## config.mk

```make
export PLATFORM = sky130hd
export DESIGN_NAME = mod_counter_seq_monitor
export DESIGN_NICKNAME = d
export VERILOG_FILES = /design/src/rtl/mod_counter_pkg.sv /design/src/rtl/mod_counter_seq_monitor_sat_counter.sv /design/src/rtl/mod_counter_seq_monitor.sv
export SDC_FILE = /design/constraint.sdc
export NUM_CORES = 1
export LEC_CHECK = 0
export ABC_AREA = 1
export BUFFER_PORTS_ARGS = -buffer_cell sky130_fd_sc_hd__clkbuf_2
export CORE_ASPECT_RATIO = 1.5
export CORE_UTILIZATION = 34
export CTS_CLUSTER_SIZE = 30
export DETAILED_ROUTE_END_ITERATION = 16
export PLACE_DENSITY = 0.54
export SYNTH_ARGS = -nofsm -noshare
export SYNTH_HDL_FRONTEND = slang
export SYNTH_HIERARCHICAL = 1
export SYNTH_SLANG_ARGS = --single-unit
```

## constraint.sdc

```tcl
create_clock -name clk -period 5.3 [get_ports clk]
set_clock_uncertainty 0.1 [all_clocks]
set_input_delay 1.06 -clock clk [delete_from_list [all_inputs] [get_ports clk]]
set_output_delay 1.06 -clock clk [all_outputs]
set_load 0.005 [all_outputs]
```

## src/rtl/mod_counter_pkg.sv

```systemverilog
// Shared definitions for the mod-MOD counter and its sequence monitor.
//   seq_state_t : monitor FSM encoding (IDLE/ACQ/LOCKED/FAULT)
//   DEF_WIDTH   : default counter bus width
//   DEF_MOD     : default counter modulus
package mod_counter_pkg;
  localparam int DEF_WIDTH = 3;
  localparam int DEF_MOD   = 7;

  typedef enum logic [1:0] {
    IDLE   = 2'd0,
    ACQ    = 2'd1,
    LOCKED = 2'd2,
    FAULT  = 2'd3
  } seq_state_t;
endpackage

```

## src/rtl/mod_counter_seq_monitor_sat_counter.sv

```systemverilog
// sat_counter: saturating up-counter with synchronous clear.
//   clk, reset : clock, synchronous active-high reset
//   inc        : count one event
//   clr        : clear; clr together with inc loads 1 (the event is kept)
//   count      : current value, holds at all-ones
module sat_counter #(
  parameter int WIDTH = 8
) (
  input  logic             clk,
  input  logic             reset,
  input  logic             inc,
  input  logic             clr,
  output logic [WIDTH-1:0] count
);
  always_ff @(posedge clk) begin
    if (reset)
      count <= '0;
    else if (clr)
      count <= inc ? WIDTH'(1) : '0;
    else if (inc && (count != '1))
      count <= count + 1'b1;
  end
endmodule

```

## src/rtl/mod_counter_seq_monitor.sv

```systemverilog
// mod_counter_seq_monitor: checks a sampled mod-MOD counter bus steps
// 0,1,..,MOD-1,0, declares lock after LOCK_CNT good steps, flags errors and
// counts wraps seen while locked.
//   clk, reset : clock, synchronous active-high reset
//   en         : sample qualifier (0 = hold state, pulses drop)
//   q_in       : counter value under test
//   clr_err    : clears err_sticky (and err_count)
//   locked     : FSM is in LOCKED
//   seq_err    : one-cycle pulse per detected error
//   err_sticky : latched error flag
//   wrap_pulse : one-cycle pulse per MOD-1 -> 0 step while locked
//   wrap_count : saturating wrap count
//   err_count  : saturating error count (only with SEQMON_ERRCNT_EN defined)
module mod_counter_seq_monitor
  import mod_counter_pkg::*;
#(
  parameter int WIDTH    = DEF_WIDTH,
  parameter int MOD      = DEF_MOD,
  parameter int LOCK_CNT = 2,
  parameter int WRAP_W   = 8
) (
  input  logic              clk,
  input  logic              reset,
  input  logic              en,
  input  logic [WIDTH-1:0]  q_in,
  input  logic              clr_err,
  output logic              locked,
  output logic              seq_err,
  output logic              err_sticky,
  output logic              wrap_pulse,
`ifdef SEQMON_ERRCNT_EN
  output logic [7:0]        err_count,
`endif
  output logic [WRAP_W-1:0] wrap_count
);
  localparam int               GW    = $clog2(LOCK_CNT + 1);
  localparam logic [WIDTH-1:0] TOP   = WIDTH'(MOD - 1);
  // One extra bit so MOD == 2**WIDTH compares correctly (nothing illegal).
  localparam logic [WIDTH:0]   MOD_X = (WIDTH + 1)'(MOD);

  seq_state_t       state, state_nxt;
  logic [WIDTH-1:0] prev, prev_nxt, succ;
  logic [GW-1:0]    good_cnt, good_nxt;
  logic             err_nxt, wrap_nxt, sticky_nxt;
  logic             illegal, match;

  assign succ    = (prev == TOP) ? '0 : prev + 1'b1;
  assign illegal = {1'b0, q_in} >= MOD_X;
  assign match   = (q_in == succ);

  always_ff @(posedge clk) begin
    if (reset) begin
      state      <= IDLE;
      prev       <= '0;
      good_cnt   <= '0;
      locked     <= 1'b0;
      seq_err    <= 1'b0;
      wrap_pulse <= 1'b0;
      err_sticky <= 1'b0;
    end else begin
      state      <= state_nxt;
      prev       <= prev_nxt;
      good_cnt   <= good_nxt;
      locked     <= (state_nxt == LOCKED);
      seq_err    <= err_nxt;
      wrap_pulse <= wrap_nxt;
      err_sticky <= sticky_nxt;
    end
  end

  always_comb begin
    state_nxt = state;
    prev_nxt  = prev;
    good_nxt  = good_cnt;
    err_nxt   = 1'b0;
    wrap_nxt  = 1'b0;
    if (en) begin
      if (illegal) begin
        err_nxt   = 1'b1;
        state_nxt = IDLE;
        good_nxt  = '0;
      end else begin
        // Every evaluated legal sample becomes the new reference.
        prev_nxt = q_in;
        unique case (state)
          IDLE, FAULT: begin
            state_nxt = ACQ;
            good_nxt  = '0;
          end
          ACQ: begin
            if (match) begin
              good_nxt = good_cnt + 1'b1;
              if (good_cnt == GW'(LOCK_CNT - 1)) state_nxt = LOCKED;
            end else begin
              good_nxt = '0;
            end
          end
          LOCKED: begin
            if (match) begin
              wrap_nxt = (prev == TOP);
            end else begin
              err_nxt   = 1'b1;
              state_nxt = FAULT;
            end
          end
          default: state_nxt = IDLE;
        endcase
      end
    end
    // A new error beats a simultaneous clear.
    sticky_nxt = err_nxt ? 1'b1 : (clr_err ? 1'b0 : err_sticky);
  end

  sat_counter #(.WIDTH(WRAP_W)) u_wrap_cnt (
    .clk   (clk),
    .reset (reset),
    .inc   (wrap_nxt),
    .clr   (1'b0),
    .count (wrap_count)
  );

`ifdef SEQMON_ERRCNT_EN
  sat_counter #(.WIDTH(8)) u_err_cnt (
    .clk   (clk),
    .reset (reset),
    .inc   (err_nxt),
    .clr   (clr_err),
    .count (err_count)
  );
`endif
endmodule

```

---- Word level (Yosys, flattened, before mapping) ----
Cells that the tools add are included.
word-level totals
  register bits after elaboration ......... 19
  bits of input ports ..................... 7
  logic and storage cells ................. 48
  output and inout port bits .............. 12
cells by class
  magnitude comparators ................... 1
  add/sub/neg operators ................... 3
  bitwise gates (word level) .............. 1
  reductions and logical operators ........ 7
  multiplexer cells ....................... 20
  eq/ne operators ......................... 8
operator list
  kind                   count
  $mux W2                7
  $mux W1                10
  $add A8 B1 Y8 const B  1
  $ne A8 B8 Y1 const B   1
  $eq A2 B2 Y1 const B   3
  $pmux W2 S3            1
  $eq A2 B1 Y1 const B   2
  $pmux W2 S2            1
  $reduce_and A2 Y1      2
  $add A3 B1 Y3 const B  1
  $eq A3 B3 Y1           1
  $eq A3 B3 Y1 const B   1
  $ge A3 B3 Y1 const B   1
  $mux W3                1
  $reduce_bool A3 Y1     1
  $add A2 B1 Y2 const B  1
  $logic_not A2 Y1       1
  $reduce_bool A2 Y1     1
  $reduce_or A2 Y1       1
  $logic_and A1 B1 Y1    1
  $not A1 Y1             1

---- Logic depth before layout (Yosys ltp) ----
Gate-level depths: netlist of the first run.
  depth after elaboration ................. 8
  mapped depth ............................ 14
  mapped depth without buffers ............ 14

---- Modules after synthesis ----
Netlist of the first run, hierarchy kept.
by module, submodules not included
  module                   area each (um2)  cells an instance  sequential area each (um2)  instances
  mod_counter_seq_monitor  631.9            98                 220.2                       1
  sat_counter              491.7            75                 160.2                       1

---- Worst setup path before layout of the first run ----
OpenSTA, ideal clock, no wires.
  path kind ............................... input to register
  from .................................... in q_in[0]
  to ...................................... reg u_wrap_cnt.count[6]
  required time ........................... 5.130 ns
  stages on the path ...................... 10
  library setup time ...................... 0.070 ns
  setup slack ............................. 2.985 ns
  path buffers ............................ 0
  arrival ................................. 2.145 ns
  path through ............................ nand3_1 -> nand2_1 -> nand2_1 -> nor2_2 -> nand2_2 -> nor2_1 -> nand2_4 -> nand2_2 -> nand2_1 -> a21oi_1
on the way
  longest elaborated chain between the ends .. 6
  elaborated cells between the ends (all ways) .. 7
  classes of those cells .................. order compare: 1; eq/ne: 1; mux: 4; reduce/logical: 1
RTL lines
  element                RTL line                                   source
  from (decl)            mod_counter_seq_monitor.sv:25              input logic [WIDTH-1:0] q_in,
  $eq A3 B3 Y1           mod_counter_seq_monitor.sv:49              assign match = (q_in == succ);
  $mux W1                mod_counter_seq_monitor.sv:99              if (match) begin
  $mux W1                mod_counter_seq_monitor.sv:85              unique case (state)
  $mux W1 *              mod_counter_seq_monitor.sv:78              if (illegal) begin
  $mux W1 *              mod_counter_seq_monitor.sv:77              if (en) begin
  net wrap_nxt           mod_counter_seq_monitor.sv:44              logic err_nxt, wrap_nxt, sticky_nxt;
  $logic_and A1 B1 Y1 *  mod_counter_seq_monitor_sat_counter.sv:20  else if (inc && (count != '1))
  to (signal assigned)   mod_counter_seq_monitor_sat_counter.sv:19  count <= inc ? WIDTH'(1) : '0;
  to (signal assigned)   mod_counter_seq_monitor_sat_counter.sv:21  count <= count + 1'b1;
  to (decl)              mod_counter_seq_monitor_sat_counter.sv:13  output logic [WIDTH-1:0] count
The timed path passes the listed nets; every way through them passes the cells marked *.
A chain may end at the register's enable or synchronous reset.

---- Final worst setup path of the first run ----
  from .................................... in q_in[0]
  to ...................................... reg u_wrap_cnt.count[0]
The elaborated chain is that of the path after synthesis.

==> results of run 1 <==
==> state kept, by name, indices dropped and copies added, names as in the netlist <==
| register | cells |
|---|---|
| state | 2 |
| seq_err | 1 |
| err_sticky | 1 |
| locked | 1 |
| u_wrap_cnt/count | 8 |
| prev | 3 |
| wrap_pulse | 1 |
| good_cnt | 2 |
==> path summary, 6_finish.rpt <==
check | end | slack [ns] | cells after the start
worst max-delay path | u_wrap_cnt/count[0]$_SDFFE_PP0P_ | 2.85 | 11
worst min register to register | u_wrap_cnt/count[6]$_SDFFE_PP0P_ | 0.36 | 2
worst max register to register | u_wrap_cnt/count[0]$_SDFFE_PP0P_ | 3.29 | 12
worst min-delay path | u_wrap_cnt/count[6]$_SDFFE_PP0P_ | 0.36 | 2
==> metrics by stage <==
step | total power [mW] | utilization | cells | setup slack, ns
after global placement | 0.1922 | 0.4048 | 235 | 2.640
after global routing | 0.3059 | 0.4190 | 239 | 2.610
after floorplan | 0.1803 | - | 177 | 2.985
after detailed placement | 0.1933 | 0.4048 | 235 | 2.596
final | 0.2896 | 0.4190 | 239 | 2.851
after CTS | 0.2930 | 0.4190 | 239 | 2.862
==> power breakdown <==
part	internal, mW	total [mW]	switching (mW)
clock	0.0533	0.0995	0.0462
combinational	0.0132	0.0391	0.0260
sequential	0.147	0.151	0.00375
total	0.214	0.290	0.0759
==> routing by layer <==
metal,vias to the layer above,track usage,share of wire
met5,-,0,0
met4,0,0.06863,0.018
met3,4,0.02306,0.030
met2,19,0.3241,0.58
met1,500,0.1355,0.38
li1,598,-,-
==> worst register-to-register path: cells and delay by family, from the launching register on <==
kind | cells | cell delay [ns]
AOI/OAI and AO/OA | 1 | 0.11
DFF | 1 | 0.36
and+or+nand+nor | 11 | 1.37
==> layout make-up <==
type | count | area, um^2
sequential | 19 | 380.4
clock buffer | 4 | 45.04
timing repair buffer | 18 | 90.09
fill | 353 | 1836
tap | 40 | 50.05
inverter | 27 | 101.3
multi-input combinational | 131 | 656.9
==> logic make-up after synthesis <==
logic type      Yosys count
fa+ha+maj                 5
compound gates           23
flops                    19
buf+inv                  27
other cells               1
simple gates             98
==> cells in the mapped netlist <==
| library cell | n |
|---|---|
| a21oi_1 | 13 |
| a21oi_2 | 1 |
| conb_1 | 1 |
| dfxtp_1 | 19 |
| ha_1 | 5 |
| inv_1 | 25 |
| inv_2 | 2 |
| nand2_1 | 43 |
| nand2_2 | 6 |
| nand2_4 | 2 |
| nand3_1 | 19 |
| nand3b_1 | 1 |
| nand4_1 | 4 |
| nor2_1 | 17 |
| nor2_2 | 2 |
| nor2_4 | 1 |
| nor3_1 | 2 |
| o21ai_0 | 7 |
| o21ai_1 | 1 |
| o21ai_2 | 1 |
| or2_2 | 1 |
==> impl_metrics.json, run 1 <==
{
  "path_cells": "clkbuf_2, nand3_1, nand2_1, nand2_1, nor2_2, nand2_2, nor2_1, nand2_4, nand2_2, nand2_1, a21oi_1",
  "viasPerCell": 4.690,
  "clock_latency_ns": 0.25,
  "syn_inst": 173,
  "ys_ff_latch": 19,
  "drtIter0Drc": 25,
  "grt_usage": 0.1527,
  "synth_compound_gate_area_share": 0.1091,
  "cts_buffers": 3,
  "synthTopCellsByArea": "dfxtp_1 (34%), nand2_1 (14%), nand3_1 (8.5%)",
  "antenna_found_initial": 0,
  "start_util": 0.3556,
  "drive_above_1_share": 0.1859,
  "boundaryPins": 19,
  "grt_max_degree": 12,
  "cp_slowest_stage_delay_ns": 0.38,
  "synth_seq_area_share": 0.3385,
  "clockBufferDepth": 2,
  "grt_setup_unrepaired": "false",
  "fin_area_um2": 1324,
  "clkSinkCount": 19,
  "crit_buf_inv": 1,
  "cts_max_level": 1,
  "place_hpwl_um": 2076,
  "path_class": "in -> reg",
  "finalHoldViolations": 0,
  "final_cell_mix": "nand2_1 (43), inv_1 (25), nand3_1 (19), dfxtp_1 (19), clkbuf_2 (18)",
  "synthAdderAreaFrac": 0.05568,
  "slew_violations": 0,
  "fin_crit_ns": 2.449,
  "path_common_cell": "nand2_1",
  "p_leak_nw": 0.6561,
  "hold-worst-slack_ns": 0.3610,
  "synth_mux_area_frac": 0,
  "finalSetupTns_ns": 0,
  "area_delta_synth_final_pct": 17.82,
  "cts-hold-fix-buffers": 0,
  "die_y_um": 72.41,
  "cts_setup_buffers": 0,
  "cp.required_ns": 5.39,
  "status": "completed",
  "r2r_start": "prev[1]$_SDFFE_PP0P_",
  "clkTransAtPathRegs_ns": 0.07,
  "antennaDiodeCount": 0,
  "final_common_cell": "nand2_1",
  "cp-start-kind": "input pin",
  "slowest_stage": "nor2_1",
  "grt_pass1_vias": 1059,
  "synth_top_family_by_area": "simple AND/OR/NAND/NOR gates",
  "port_buffers": 18,
  "cts_tree": "done",
  "worstPathArrival_ns": 2.54,
  "min_path_type": "reg -> reg",
  "vdd_drop_max_uv": 159.1,
  "synth_cell_types": 21,
  "gp_congestion": 0.8524,
  "crit_path_end_kind": "flop",
  "vias": 1121,
  "wire_per_inst_um": 10.48,
  "post_cts_resized": 0,
  "drc": 0,
  "placedInstanceArea_um2": 1279,
  "p_per_area_nw_per_um2": 218.8,
  "synth.top_cell.area_share": 0.3385,
  "firstDrtPassIters": 4,
  "yosysWarnings": 6,
  "overflow": 0,
  "dieArea_um2": 3543,
  "hp-start": "u_wrap_cnt/count[6]$_SDFFE_PP0P_",
  "finalSetupViolations": 0,
  "cp_max_fo": 7,
  "die_w_um": 48.94,
  "startpoint": "q_in[0]",
  "fmax_ghz": 0.4083,
  "cts_root_buf": "clkbuf_8",
  "drt_wl_total_um": 2505,
  "ant_nets": 0,
  "synth_xor_xnor_area_share": 0,
  "nets": 212,
  "worst_path_dominant_cell_family": "simple AND/OR/NAND/NOR gates",
  "syn_area_um2": 1124,
  "avgSynthCellArea_um2": 6.495,
  "drv_cap": 0,
  "rows": 25,
  "synthSimpleGateAreaFrac": 0.4031,
  "grt_pass1_wl_um": 4250,
  "finalCritPeriodShare": 0.4621,
  "coreArea_um2": 3159,
  "yosysTopAreaCell": "dfxtp_1"
}
(Power assumes the default switching activity.)
==> run 2, diff against run 1 <==
Settings changed: PLACE_DENSITY 0.54 to 0.56.
Clock period 5.3 ns to 2.2 ns, I/O delays scaled along.
==> run 2 against run 1 <==
Sequential share of layout area decreased by 0.16 points. Die area unchanged. Routed wire length increased by 0.56%. Global-route usage increased by 0.51 points. Hold slack got worse by 0.021 ns. Power increased by 140%. Critical path depth increased by 2.
==> impl_metrics.json, run 2 (synthesis gave the netlist of run 1 again) <==
{
  "cts_setup_buffers": 0,
  "worstPathArrival_ns": 1.91,
  "min_path_type": "in -> reg",
  "cts_tree": "done",
  "fmax_ghz": 0.5476,
  "antennaDiodeCount": 0,
  "die_y_um": 72.41,
  "clock_latency_ns": 0.25,
  "drtIter0Drc": 35,
  "clockBufferDepth": 2,
  "grt_setup_unrepaired": "false",
  "finalSetupViolations": 0,
  "cp-start-kind": "flop",
  "viasPerCell": 4.754,
  "drc": 0,
  "die_w_um": 48.94,
  "clkSinkCount": 19,
  "p_leak_nw": 0.6616,
  "grt_pass1_wl_um": 4416,
  "boundaryPins": 19,
  "finalCritPeriodShare": 0.8301,
  "firstDrtPassIters": 4,
  "final_common_cell": "nand2_1",
  "drive_above_1_share": 0.1900,
  "status": "completed",
  "largest_register_ffs": 8,
  "antenna_found_initial": 0,
  "finalSetupTns_ns": 0,
  "drv_cap": 0,
  "vdd_drop_max_uv": 316.4,
  "finalHoldViolations": 0,
  "slew_violations": 0,
  "drt_wl_total_um": 2519,
  "cts_root_buf": "clkbuf_8",
  "top_regs": "u_wrap_cnt/count: 8 flops, prev: 3 flops",
  "fin_crit_ns": 1.826,
  "area_delta_synth_final_pct": 18.49,
  "crit_path_end_kind": "flop",
  "cts-hold-fix-buffers": 0,
  "cp.required_ns": 2.28,
  "p_per_area_nw_per_um2": 520.9,
  "ant_nets": 0,
  "cts_max_level": 1,
  "setup_slack_ns": 0.3737,
  "place_hpwl_um": 2083,
  "clkTransAtPathRegs_ns": 0.07,
  "cp_max_fo": 7,
  "gp_congestion": 0.8933,
  "cts_buffers": 3,
  "coreArea_um2": 3159,
  "final_cell_mix": "nand2_1 (43), inv_1 (25), nand3_1 (19), dfxtp_1 (19), clkbuf_2 (18)",
  "dieArea_um2": 3543,
  "regMostFlops": "u_wrap_cnt/count",
  "path_class": "reg -> reg",
  "overflow": 0,
  "wire_per_inst_um": 10.50,
  "rows": 25,
  "nets": 213,
  "grt_max_degree": 12,
  "post_cts_resized": 0,
  "port_buffers": 18,
  "start_util": 0.3556,
  "vias": 1141,
  "grt_usage": 0.1578,
  "grt_pass1_vias": 1105,
  "place_ws_ns": 0.3218
}
-- run 2: metrics by stage --
stage	power (mW)	hold slack [ns]	std cells	utilization	area [um^2]
3_5_place_dp	0.4654	0.3642	236	0.4071	1286
3_3_place_gp	0.4633	0.3516	236	0.4071	1286
6_report	0.6934	0.3405	240	0.4214	1331
4_1_cts	0.7070	0.3380	240	0.4214	1331
5_1_grt	0.7380	0.3687	240	0.4214	1331
2_1_floorplan	0.4344	0.3536	177	-	1139
-- run 2: final timing paths --
| path | start | end | slack (ns) | cells after the start |
|---|---|---|---|---|
| worst min-delay path | clr_err | err_sticky$_SDFFE_PP0P_ | 0.34 | 4 |
| worst max-delay path | prev[1]$_SDFFE_PP0P_ | u_wrap_cnt/count[0]$_SDFFE_PP0P_ | 0.37 | 13 |
| worst max register to register | prev[1]$_SDFFE_PP0P_ | u_wrap_cnt/count[0]$_SDFFE_PP0P_ | 0.37 | 13 |
| worst min register to register | u_wrap_cnt/count[6]$_SDFFE_PP0P_ | u_wrap_cnt/count[6]$_SDFFE_PP0P_ | 0.37 | 2 |
-- run 2: worst max-delay path: stages, from the launching register on --
cell and delay, ns:
dfxtp_1 0.37, nand2_2 0.12, nand2_2 0.07, nand2_1 0.04, nand2_1 0.05, nand2_1 0.07
nor2_2 0.16, nand2_2 0.13, nor2_1 0.11, buf_4 0.15, nand2_4 0.07, nand2_2 0.12
nand2_1 0.06, a21oi_1 0.12
-- run 2: cell type report --
type	count	area, um^2
Fill cell	346	1828
Multi-Input combinational cell	131	656.9
Sequential cell	19	380.4
Clock buffer	4	45.04
Inverter	27	101.3
Tap cell	40	50.05
Timing Repair Buffer	19	97.59
-- run 2: layer usage --
metal / vias up / global-route usage / part of all wire
met2: 28 / 0.3194 / 0.58
met4: 0 / 0.07516 / 0.013
li1: 597 / - / -
met3: 4 / 0.01887 / 0.032
met5: - / 0 / 0
met1: 512 / 0.1541 / 0.38
-- run 2: power by group --
group | leakage, nW | internal [mW] | total, mW | switching [mW]
clock network | 0.0228 | 0.128 | 0.235 | 0.107
logic | 0.484 | 0.0316 | 0.0938 | 0.0622
registers | 0.155 | 0.355 | 0.364 | 0.00968
